$ cat src/rtl/touch_adc_reader.sv
// touch_adc_reader: serial front end for an ADS7843-style touch ADC.
// Waits for pen-down, then reads one 12-bit X and one 12-bit Y conversion
// over a 24-clock SPI-like frame each. Both coordinates are published together
// with a one-cycle NEW_COORD strobe. While the pen stays down, the cycle
// repeats after a holdoff.
//
// Ports:
//   CLK          system clock (single domain)
//   RST          synchronous, active-high reset
//   ADC_PENIRQ_N pen-down from ADC, active low, asynchronous
//   ADC_DOUT     serial data from ADC, asynchronous
//   ADC_CS_N     chip select, active low
//   ADC_DCLK     serial clock, CLK/(2*CLK_DIV)
//   ADC_DIN      serial command to ADC
//   X_COORD      last X result (12 bits)
//   Y_COORD      last Y result (12 bits)
//   NEW_COORD    one-cycle strobe; X_COORD/Y_COORD updated this cycle
module touch_adc_reader #(
   parameter int unsigned CLK_DIV     = 25,
   parameter int unsigned HOLDOFF_CYC = 500000,
   parameter logic [7:0]  CMD_X       = 8'h92,
   parameter logic [7:0]  CMD_Y       = 8'hD2
) (
   input  logic        CLK,
   input  logic        RST,
   input  logic        ADC_PENIRQ_N,
   input  logic        ADC_DOUT,
   output logic        ADC_CS_N,
   output logic        ADC_DCLK,
   output logic        ADC_DIN,
   output logic [11:0] X_COORD,
   output logic [11:0] Y_COORD,
   output logic        NEW_COORD
);

   localparam int unsigned DIV_W   = $clog2(CLK_DIV);
   localparam int unsigned TMR_MAX = (2 * CLK_DIV > HOLDOFF_CYC) ? 2 * CLK_DIV : HOLDOFF_CYC;
   localparam int unsigned TMR_W   = $clog2(TMR_MAX);

   localparam logic [DIV_W-1:0] DIV_LAST  = DIV_W'(CLK_DIV - 1);
   localparam logic [TMR_W-1:0] GAP_LAST  = TMR_W'(2 * CLK_DIV - 1);
   localparam logic [TMR_W-1:0] HOLD_LAST = TMR_W'(HOLDOFF_CYC - 1);
   localparam logic [5:0]       HALF_LAST = 6'd47;

   typedef enum logic [2:0] {IDLE, XFER_X, GAP, XFER_Y, DONE, HOLDOFF} state_t;

   state_t            state, state_nxt;
   logic [DIV_W-1:0]  div_cnt, div_nxt;
   logic [5:0]        half_cnt, half_nxt, half_inc;
   logic [TMR_W-1:0]  tmr, tmr_nxt;
   logic              cs_n, cs_n_nxt;
   logic              dclk, dclk_nxt;
   logic              din, din_nxt;
   logic [11:0]       x_cap, x_cap_nxt;
   logic [11:0]       x_coord, x_nxt;
   logic [11:0]       y_coord, y_nxt;
   logic              new_coord, new_nxt;
   logic              samp_nxt;
   logic [7:0]        cmd;

   logic              pen_meta, pen_s;
   logic              dout_meta, dout_s;
   logic [1:0]        samp_pipe;
   logic [11:0]       shreg;

   // Input synchronizers
   always_ff @(posedge CLK) begin
      if (RST) begin
         pen_meta  <= 1'b1;
         pen_s     <= 1'b1;
         dout_meta <= 1'b0;
         dout_s    <= 1'b0;
      end else begin
         pen_meta  <= ADC_PENIRQ_N;
         pen_s     <= pen_meta;
         dout_meta <= ADC_DOUT;
         dout_s    <= dout_meta;
      end
   end

   // The pin is caught by the first synchronizer flop on the edge where DCLK
   // rises; the sample strobe is delayed by the synchronizer depth so the
   // shift register takes exactly that value two cycles later.
   always_ff @(posedge CLK) begin
      if (RST) begin
         samp_pipe <= '0;
         shreg     <= '0;
      end else begin
         samp_pipe <= {samp_pipe[0], samp_nxt};
         if (samp_pipe[1]) shreg <= {shreg[10:0], dout_s};
      end
   end

   always_ff @(posedge CLK) begin
      if (RST) begin
         state     <= IDLE;
         div_cnt   <= '0;
         half_cnt  <= '0;
         tmr       <= '0;
         cs_n      <= 1'b1;
         dclk      <= 1'b0;
         din       <= 1'b0;
         x_cap     <= '0;
         x_coord   <= '0;
         y_coord   <= '0;
         new_coord <= 1'b0;
      end else begin
         state     <= state_nxt;
         div_cnt   <= div_nxt;
         half_cnt  <= half_nxt;
         tmr       <= tmr_nxt;
         cs_n      <= cs_n_nxt;
         dclk      <= dclk_nxt;
         din       <= din_nxt;
         x_cap     <= x_cap_nxt;
         x_coord   <= x_nxt;
         y_coord   <= y_nxt;
         new_coord <= new_nxt;
      end
   end

   always_comb begin
      state_nxt = state;
      div_nxt   = div_cnt;
      half_nxt  = half_cnt;
      tmr_nxt   = tmr;
      cs_n_nxt  = cs_n;
      dclk_nxt  = dclk;
      din_nxt   = din;
      x_cap_nxt = x_cap;
      x_nxt     = x_coord;
      y_nxt     = y_coord;
      new_nxt   = 1'b0;
      samp_nxt  = 1'b0;
      half_inc  = half_cnt + 6'd1;
      cmd       = (state == XFER_Y) ? CMD_Y : CMD_X;

      case (state)
         IDLE: begin
            cs_n_nxt = 1'b1;
            dclk_nxt = 1'b0;
            din_nxt  = 1'b0;
            if (!pen_s) begin
               state_nxt = XFER_X;
               cs_n_nxt  = 1'b0;
               din_nxt   = CMD_X[7];
               div_nxt   = '0;
               half_nxt  = '0;
            end
         end

         // Half-period h (0..47): DCLK = h[0]. Rising edge n sits at h = 2n-1.
         // DIN bit 7-h/2 is launched at the start of each low half (h even).
         XFER_X, XFER_Y: begin
            if (div_cnt == DIV_LAST) begin
               div_nxt = '0;
               if (half_cnt == HALF_LAST) begin
                  // 24th falling edge coincides with CS_N rising
                  cs_n_nxt = 1'b1;
                  dclk_nxt = 1'b0;
                  din_nxt  = 1'b0;
                  tmr_nxt  = '0;
                  if (state == XFER_X) begin
                     state_nxt = GAP;
                     x_cap_nxt = shreg;
                  end else begin
                     state_nxt = DONE;
                  end
               end else begin
                  half_nxt = half_inc;
                  dclk_nxt = half_inc[0];
                  if (!half_inc[0])
                     din_nxt = (half_inc < 6'd16) ? cmd[3'd7 - half_inc[3:1]] : 1'b0;
                  // data bits D11..D0 arrive on rising edges 10..21
                  samp_nxt = half_inc[0] && (half_inc >= 6'd19) && (half_inc <= 6'd41);
               end
            end else begin
               div_nxt = div_cnt + DIV_W'(1);
            end
         end

         GAP: begin
            if (tmr == GAP_LAST) begin
               state_nxt = XFER_Y;
               cs_n_nxt  = 1'b0;
               din_nxt   = CMD_Y[7];
               div_nxt   = '0;
               half_nxt  = '0;
            end else begin
               tmr_nxt = tmr + TMR_W'(1);
            end
         end

         DONE: begin
            x_nxt     = x_cap;
            y_nxt     = shreg;
            new_nxt   = 1'b1;
            tmr_nxt   = '0;
            state_nxt = HOLDOFF;
         end

         HOLDOFF: begin
            if (tmr == HOLD_LAST) state_nxt = IDLE;
            else tmr_nxt = tmr + TMR_W'(1);
         end

         default: state_nxt = IDLE;
      endcase
   end

   assign ADC_CS_N  = cs_n;
   assign ADC_DCLK  = dclk;
   assign ADC_DIN   = din;
   assign X_COORD   = x_coord;
   assign Y_COORD   = y_coord;
   assign NEW_COORD = new_coord;

endmodule

$ cat config.mk
export PLATFORM = sky130hd
export DESIGN_NAME = touch_adc_reader
export DESIGN_NICKNAME = d
export VERILOG_FILES = /design/src/rtl/touch_adc_reader.sv
export SDC_FILE = /design/constraint.sdc
export NUM_CORES = 1
export LEC_CHECK = 0
export CORE_ASPECT_RATIO = 0.9
export CORE_MARGIN = 2
export CORE_UTILIZATION = 52
export DETAILED_ROUTE_END_ITERATION = 10
export MAX_ROUTING_LAYER = met4
export PLACE_DENSITY = 0.76
export SLEW_MARGIN = 30
export SYNTH_ARGS = -nofsm -noshare
export SYNTH_HDL_FRONTEND = slang
export SYNTH_SLANG_ARGS = --single-unit
$ cat constraint.sdc
create_clock -name CLK -period 2.6 [get_ports CLK]
set_input_delay 0.39 -clock CLK [delete_from_list [all_inputs] [get_ports CLK]]
set_output_delay 0.39 -clock CLK [all_outputs]
set_load 0.02 [all_outputs]
Word-level counts from Yosys, hierarchy flattened --
Cells that the tools add are included. W data, S select, Z words.
Cells by class: shift operators 0, div/mod/pow operators 0, eq/ne operators 18, muxes and demuxes 40, $mul 0, add/subtract/negate cells 4, magnitude comparators 4, reduce and logical (&&, ||, !) cells 16, bitwise logic cells 2
Operator list (number):
- $mux W19 | 4
- $pmux W19 S4 | 1
- $mux W6 | 4
- $add A19 B1 Y19 const B | 1
- $eq A19 B19 Y1 const B | 1
- $eq A19 B6 Y1 const B | 1
- $mux W3 | 6
- $pmux W6 S3 | 1
- $ne A2 B2 Y1 const B | 8
- $mux W5 | 3
- $pmux W3 S5 | 1
- $pmux W5 S3 | 1
- $reduce_and A5 Y1 | 3
- $mux W1 | 14
- $reduce_and A4 Y1 | 3
- $mux W7 | 1
- $add A6 B1 Y6 const B | 1
- $eq A3 B2 Y1 const B | 2
- $eq A3 B3 Y1 const B | 2
- $eq A6 B6 Y1 const B | 1
- $ge A6 B5 Y1 const B | 1
- $le A6 B6 Y1 const B | 1
- $lt A6 B5 Y1 const B | 1
- $pmux W1 S3 | 2
- 18 further kinds | 20
Word-level totals: register bits 91, RAM bits 0, latch bits 0, memories kept 0, ROM bits 0, logic and storage cells 102, bits of input ports 4, output and inout port bits 28

Longest topological paths before layout --
depth after elaboration 9, depth in mapped cells 11, gate-level depth less buffers 8

Worst setup path before layout --
Ideal clock, no wire load.
kind register to register, start reg tmr[0], end reg half_cnt[4], buffers on the path 1, setup time 0.116 ns, clock period less this slack 2.513 ns, arrival 2.396 ns, cell stages (with the launch flop) 9, path slack 0.087 ns, required time 2.484 ns, path through dfxtp_1 -> ha_1 -> or4b_4 -> or3_4 -> o31a_1 -> and2_4 -> buf_6 -> o311a_1 -> a41o_1
On the way: cells in the longest elaborated chain, start to end 3
RTL lines:
- start, declared | RTL line 50 | logic [TMR_W-1:0] tmr, tmr_nxt;
- start signal, assigned | RTL line 111 | tmr <= tmr_nxt;
- $eq A19 B6 Y1 | RTL line 183 | if (tmr == GAP_LAST) begin
- $ne A2 B2 Y1 (no source line)
- $reduce_and A5 Y1 (no source line)
- end signal, assigned | RTL line 110 | half_cnt <= half_nxt;
- end, declared | RTL line 49 | logic [5:0] half_cnt, half_nxt, half_inc;
No other way between the ends. A chain may end at the register's enable or synchronous reset.

Worst setup path in the final report --
start reg tmr[1], end reg half_cnt[4]
The elaborated chain is that of the path after synthesis.

==> summary.md <==
| Metric | Value |
|---|---|
| Min-Delay Path Class | register to register |
| Post-cts hold buffer count | 0 |
| GRT Util Overall | approximately 22% |
| Layout Cells excl Fill | 627 |
| Status | complete, no violations |
| Unrepaired setup endpoints after global routing | no |
| Synthesized area | 4190 um2 |
| WP data required | 2.86 ns |
| Critical Path AT | 2.75 ns |
| Initial core utilization | a little over half |
| Core area | 7950 um2 |
| CTS Sinks | 91 |
| Fin. max-slew vios | 0 |
| Hold_ws | 0.410 ns |
| Gpl congestion | 0.862 |
| Internal power | 0.00208 W |
| Synth Net Count | 499 |
| Area Overhead vs Synth | 15.9% |
| Leak | 1.64 nW |
| First-pass GRT wire length | 15100 um |
| Max VDD drop | 0.366 mV |
| Final setup fails | 0 |
| Ports | 32 |
| Placed cells | 611 |
| Max Clock Freq | between 0.4 and 0.5 GHz |
| CP Class | register to register |
| Final hold vios | 0 |
| Tmin final | 2.48 ns |
| Max-cap violations | 0 |
| Relative slew margins | 52.5% |
| Number of H-tree levels | 3 |
| Post-CTS Setup Inserts | 0 |
| Cells after Synth | approximately 490 |
| Post-route ant nets | 0 |
| CTS tree | done |
| Worst Skew | 0.00569 ns |
| Critical Path Fanout Max | 10 |
| Sequential cell area fraction in the yosys report | 43.4% |
| NetSw | roughly 0.00058 W |
| Avg WL per Cell | roughly 14 um |
| Die Area | 8800 um2 |
| Most frequent cells in the layout | dfxtp_1 (90), nand2_1 (73), a21oi_1 (45) |
| Clock Tree Buf Depth | 2 |
| Combinational fraction of design power | under 10% |
| Most common cell after layout, fill and taps aside | dfxtp_1 |
| DP HPWL | roughly 6200 um |
| CTS Buf Count | 9 |
| Primary FF master, synth | dfxtp_1 |
| Post-synth EDFFs | 0 |
| Vert. Die Dim | 89.2 um |
| Vias/cell | about 5.7 |
| Sw frac | 21.8% |
| Die W | 98.7 um |
| # resized after CTS | 0 |
| Worst skew pair latency | ~0.37 ns |
| Hold depth | 1 |
| Layout cells sized above 1 | 11.9% |
| PortBufs | 31 |
| # diodes | 0 |
| Initial antenna violation count | 0 |
| Vias in the first global route | 3210 |
| Final period util | 95.5% |
| Pwr/cell area | between 500 and 600 nW/um2 |
| Largest net degree at the start of global routing | 51 |
| Post-synthesis cell type count | 62 |
| Reg2Reg Depth | 8 |
| Seq cells post-synth | 91 |
| Syn. warnings | 0 |
| NumNets Final | 534 |
| Total length of routed wires | 9010 um |
| Slew at the pin with the worst max-slew slack | 0.711 ns |
| Clock Pin Slew Worst Setup and Hold Paths | ~0.090 ns |
| Total Negative Setup Slacks | 0 ns |
| Cell Rows | 31 |
| Total gr overflow | 0 |
| Flop pwr share | around 53% |
| 1st-pass router iterations | 4 |
| Fraction of registers with async set/reset | 0% |
| Avg Cell Area, Syn | 8.59 um2 |
| Residual DRC | 0 |
| DR vias | ~3600 |
| Drt initial violations | 233 |
| CTS Root Cell | clkbuf_8 |
| Clock power frac | 43.8% |
| Worst setup EP type | register |
| CP Launch Type | register |
==> critical path, stage by stage, from the launching register on <==
cell and delay (ns):
dfxtp_2 0.35, inv_1 0.07, ha_1 0.12, or4b_4 0.45, or3_4 0.39, o31a_1 0.26
and2_4 0.20, o311a_1 0.33, a41o_1 0.21
==> state kept, by name, indices dropped and copies added (netlist names) <==
| signal | count |
|---|---|
| state | 3 |
| pen_meta | 1 |
| half_cnt | 6 |
| tmr | 19 |
| x_cap | 12 |
| ADC_DCLK | 1 |
| X_COORD | 12 |
| dout_meta | 1 |
| ADC_DIN | 1 |
| Y_COORD | 12 |
| shreg | 12 |
| NEW_COORD | 1 |
| samp_pipe | 2 |
| pen_s | 1 |
| div_cnt | 5 |
| dout_s | 1 |
| ADC_CS_N | 1 |
==> path summary, 6_finish.rpt <==
kind | end | slack [ns] | start
worst max register to register | half_cnt[4]$_SDFFE_PP0P_ | 0.12 | tmr[1]$_SDFFE_PP0P_
worst min-delay path | pen_s$_SDFF_PP1_ | 0.41 | pen_meta$_SDFF_PP1_
worst max-delay path | half_cnt[4]$_SDFFE_PP0P_ | 0.12 | tmr[1]$_SDFFE_PP0P_
worst min register to register | pen_s$_SDFF_PP1_ | 0.41 | pen_meta$_SDFF_PP1_
==> cell families (layout without fill, tap and decap cells) <==
logic type,after synthesis,count (layout),share of synthesized area [%]
DFF,91,91,43.4
xor gates and xnor gates,10,10,2.09
buffers and inverters,45,85,6.09
muxes,27,27,6.48
and+or+nand+nor,209,209,25.3
AOI/OAI and AO/OA,99,99,14.5
adders and majority gates,7,7,2.09
==> final cells by class <==
class,count,area [um2]
fill,674,3090
multi-input combinational,352,2130
tap,99,124
inverter,13,48.8
clock inverter,7,123
sequential,91,1820
clock buffer,9,124
timing repair buffer,56,493
==> cell usage after synthesis, types with 3 or more instances <==
| cell type | number | share of area [%] |
|---|---|---|
| a21oi_1 | 45 | 5.4 |
| a31oi_1 | 6 | 0.90 |
| and2_1 | 4 | 0.60 |
| buf_1 | 4 | 0.36 |
| buf_6 | 6 | 1.6 |
| clkbuf_1 | 14 | 1.3 |
| clkbuf_8 | 3 | 0.98 |
| dfxtp_1 | 91 | 43 |
| ha_1 | 7 | 2.1 |
| inv_1 | 13 | 1.2 |
| mux2i_1 | 26 | 6.2 |
| nand2_1 | 73 | 6.5 |
| nand2b_1 | 4 | 0.60 |
| nand3_1 | 12 | 1.4 |
| nand4_1 | 8 | 1.2 |
| nand4b_1 | 3 | 0.63 |
| nor2_1 | 43 | 3.8 |
| nor2b_1 | 6 | 0.90 |
| nor3_1 | 11 | 1.3 |
| nor4_1 | 6 | 0.90 |
| o21ai_0 | 15 | 1.8 |
| o22ai_1 | 6 | 0.90 |
| o31ai_1 | 7 | 1.3 |
| or2_2 | 6 | 0.90 |
| or3_1 | 11 | 1.6 |
| or4_1 | 7 | 1.3 |
| xnor2_1 | 7 | 1.5 |
| xor2_1 | 3 | 0.63 |
==> power groups by stage <==
stage	combinational (W)	clock (W)	sequential, W
CTS	0.0000890	0.00119	0.00141
detailed placement	0.0000883	0	0.00144
global route	0.0000988	0.00124	0.00141
global placement	0.0000864	0	0.00144
floorplan	0.0000643	0	0.00144
finish	0.0000900	0.00116	0.00141
==> through the flow <==
| step | setup slack, ns | power, W | util, % | cell area [um2] |
|---|---|---|---|---|
| after global placement | 0.116 | 0.00152 | 57.9 | 4600 |
| final | 0.117 | 0.00266 | 61.1 | 4860 |
| after global routing | 0.00413 | 0.00275 | 61.1 | 4860 |
| after CTS | 0.0587 | 0.00268 | 61.0 | 4850 |
| after floorplan | 0.0874 | 0.00150 | - | 4190 |
| after detailed placement | 0.0820 | 0.00153 | 57.9 | 4600 |
==> layer usage <==
| metal | vias to the layer above | global-route usage, % | part of all wire, % | wire (um) |
|---|---|---|---|---|
| li1 | 1788 | - | - | - |
| met1 | 1677 | 29.5 | 49 | 4410 |
| met2 | 82 | 32.6 | 45 | 4050 |
| met3 | 11 | 6.49 | 4.7 | 426 |
| met4 | 0 | 6.60 | 1.3 | 120 |
| met5 | - | - | 0 | 0 |
Power figures use the tool's default switching activity.
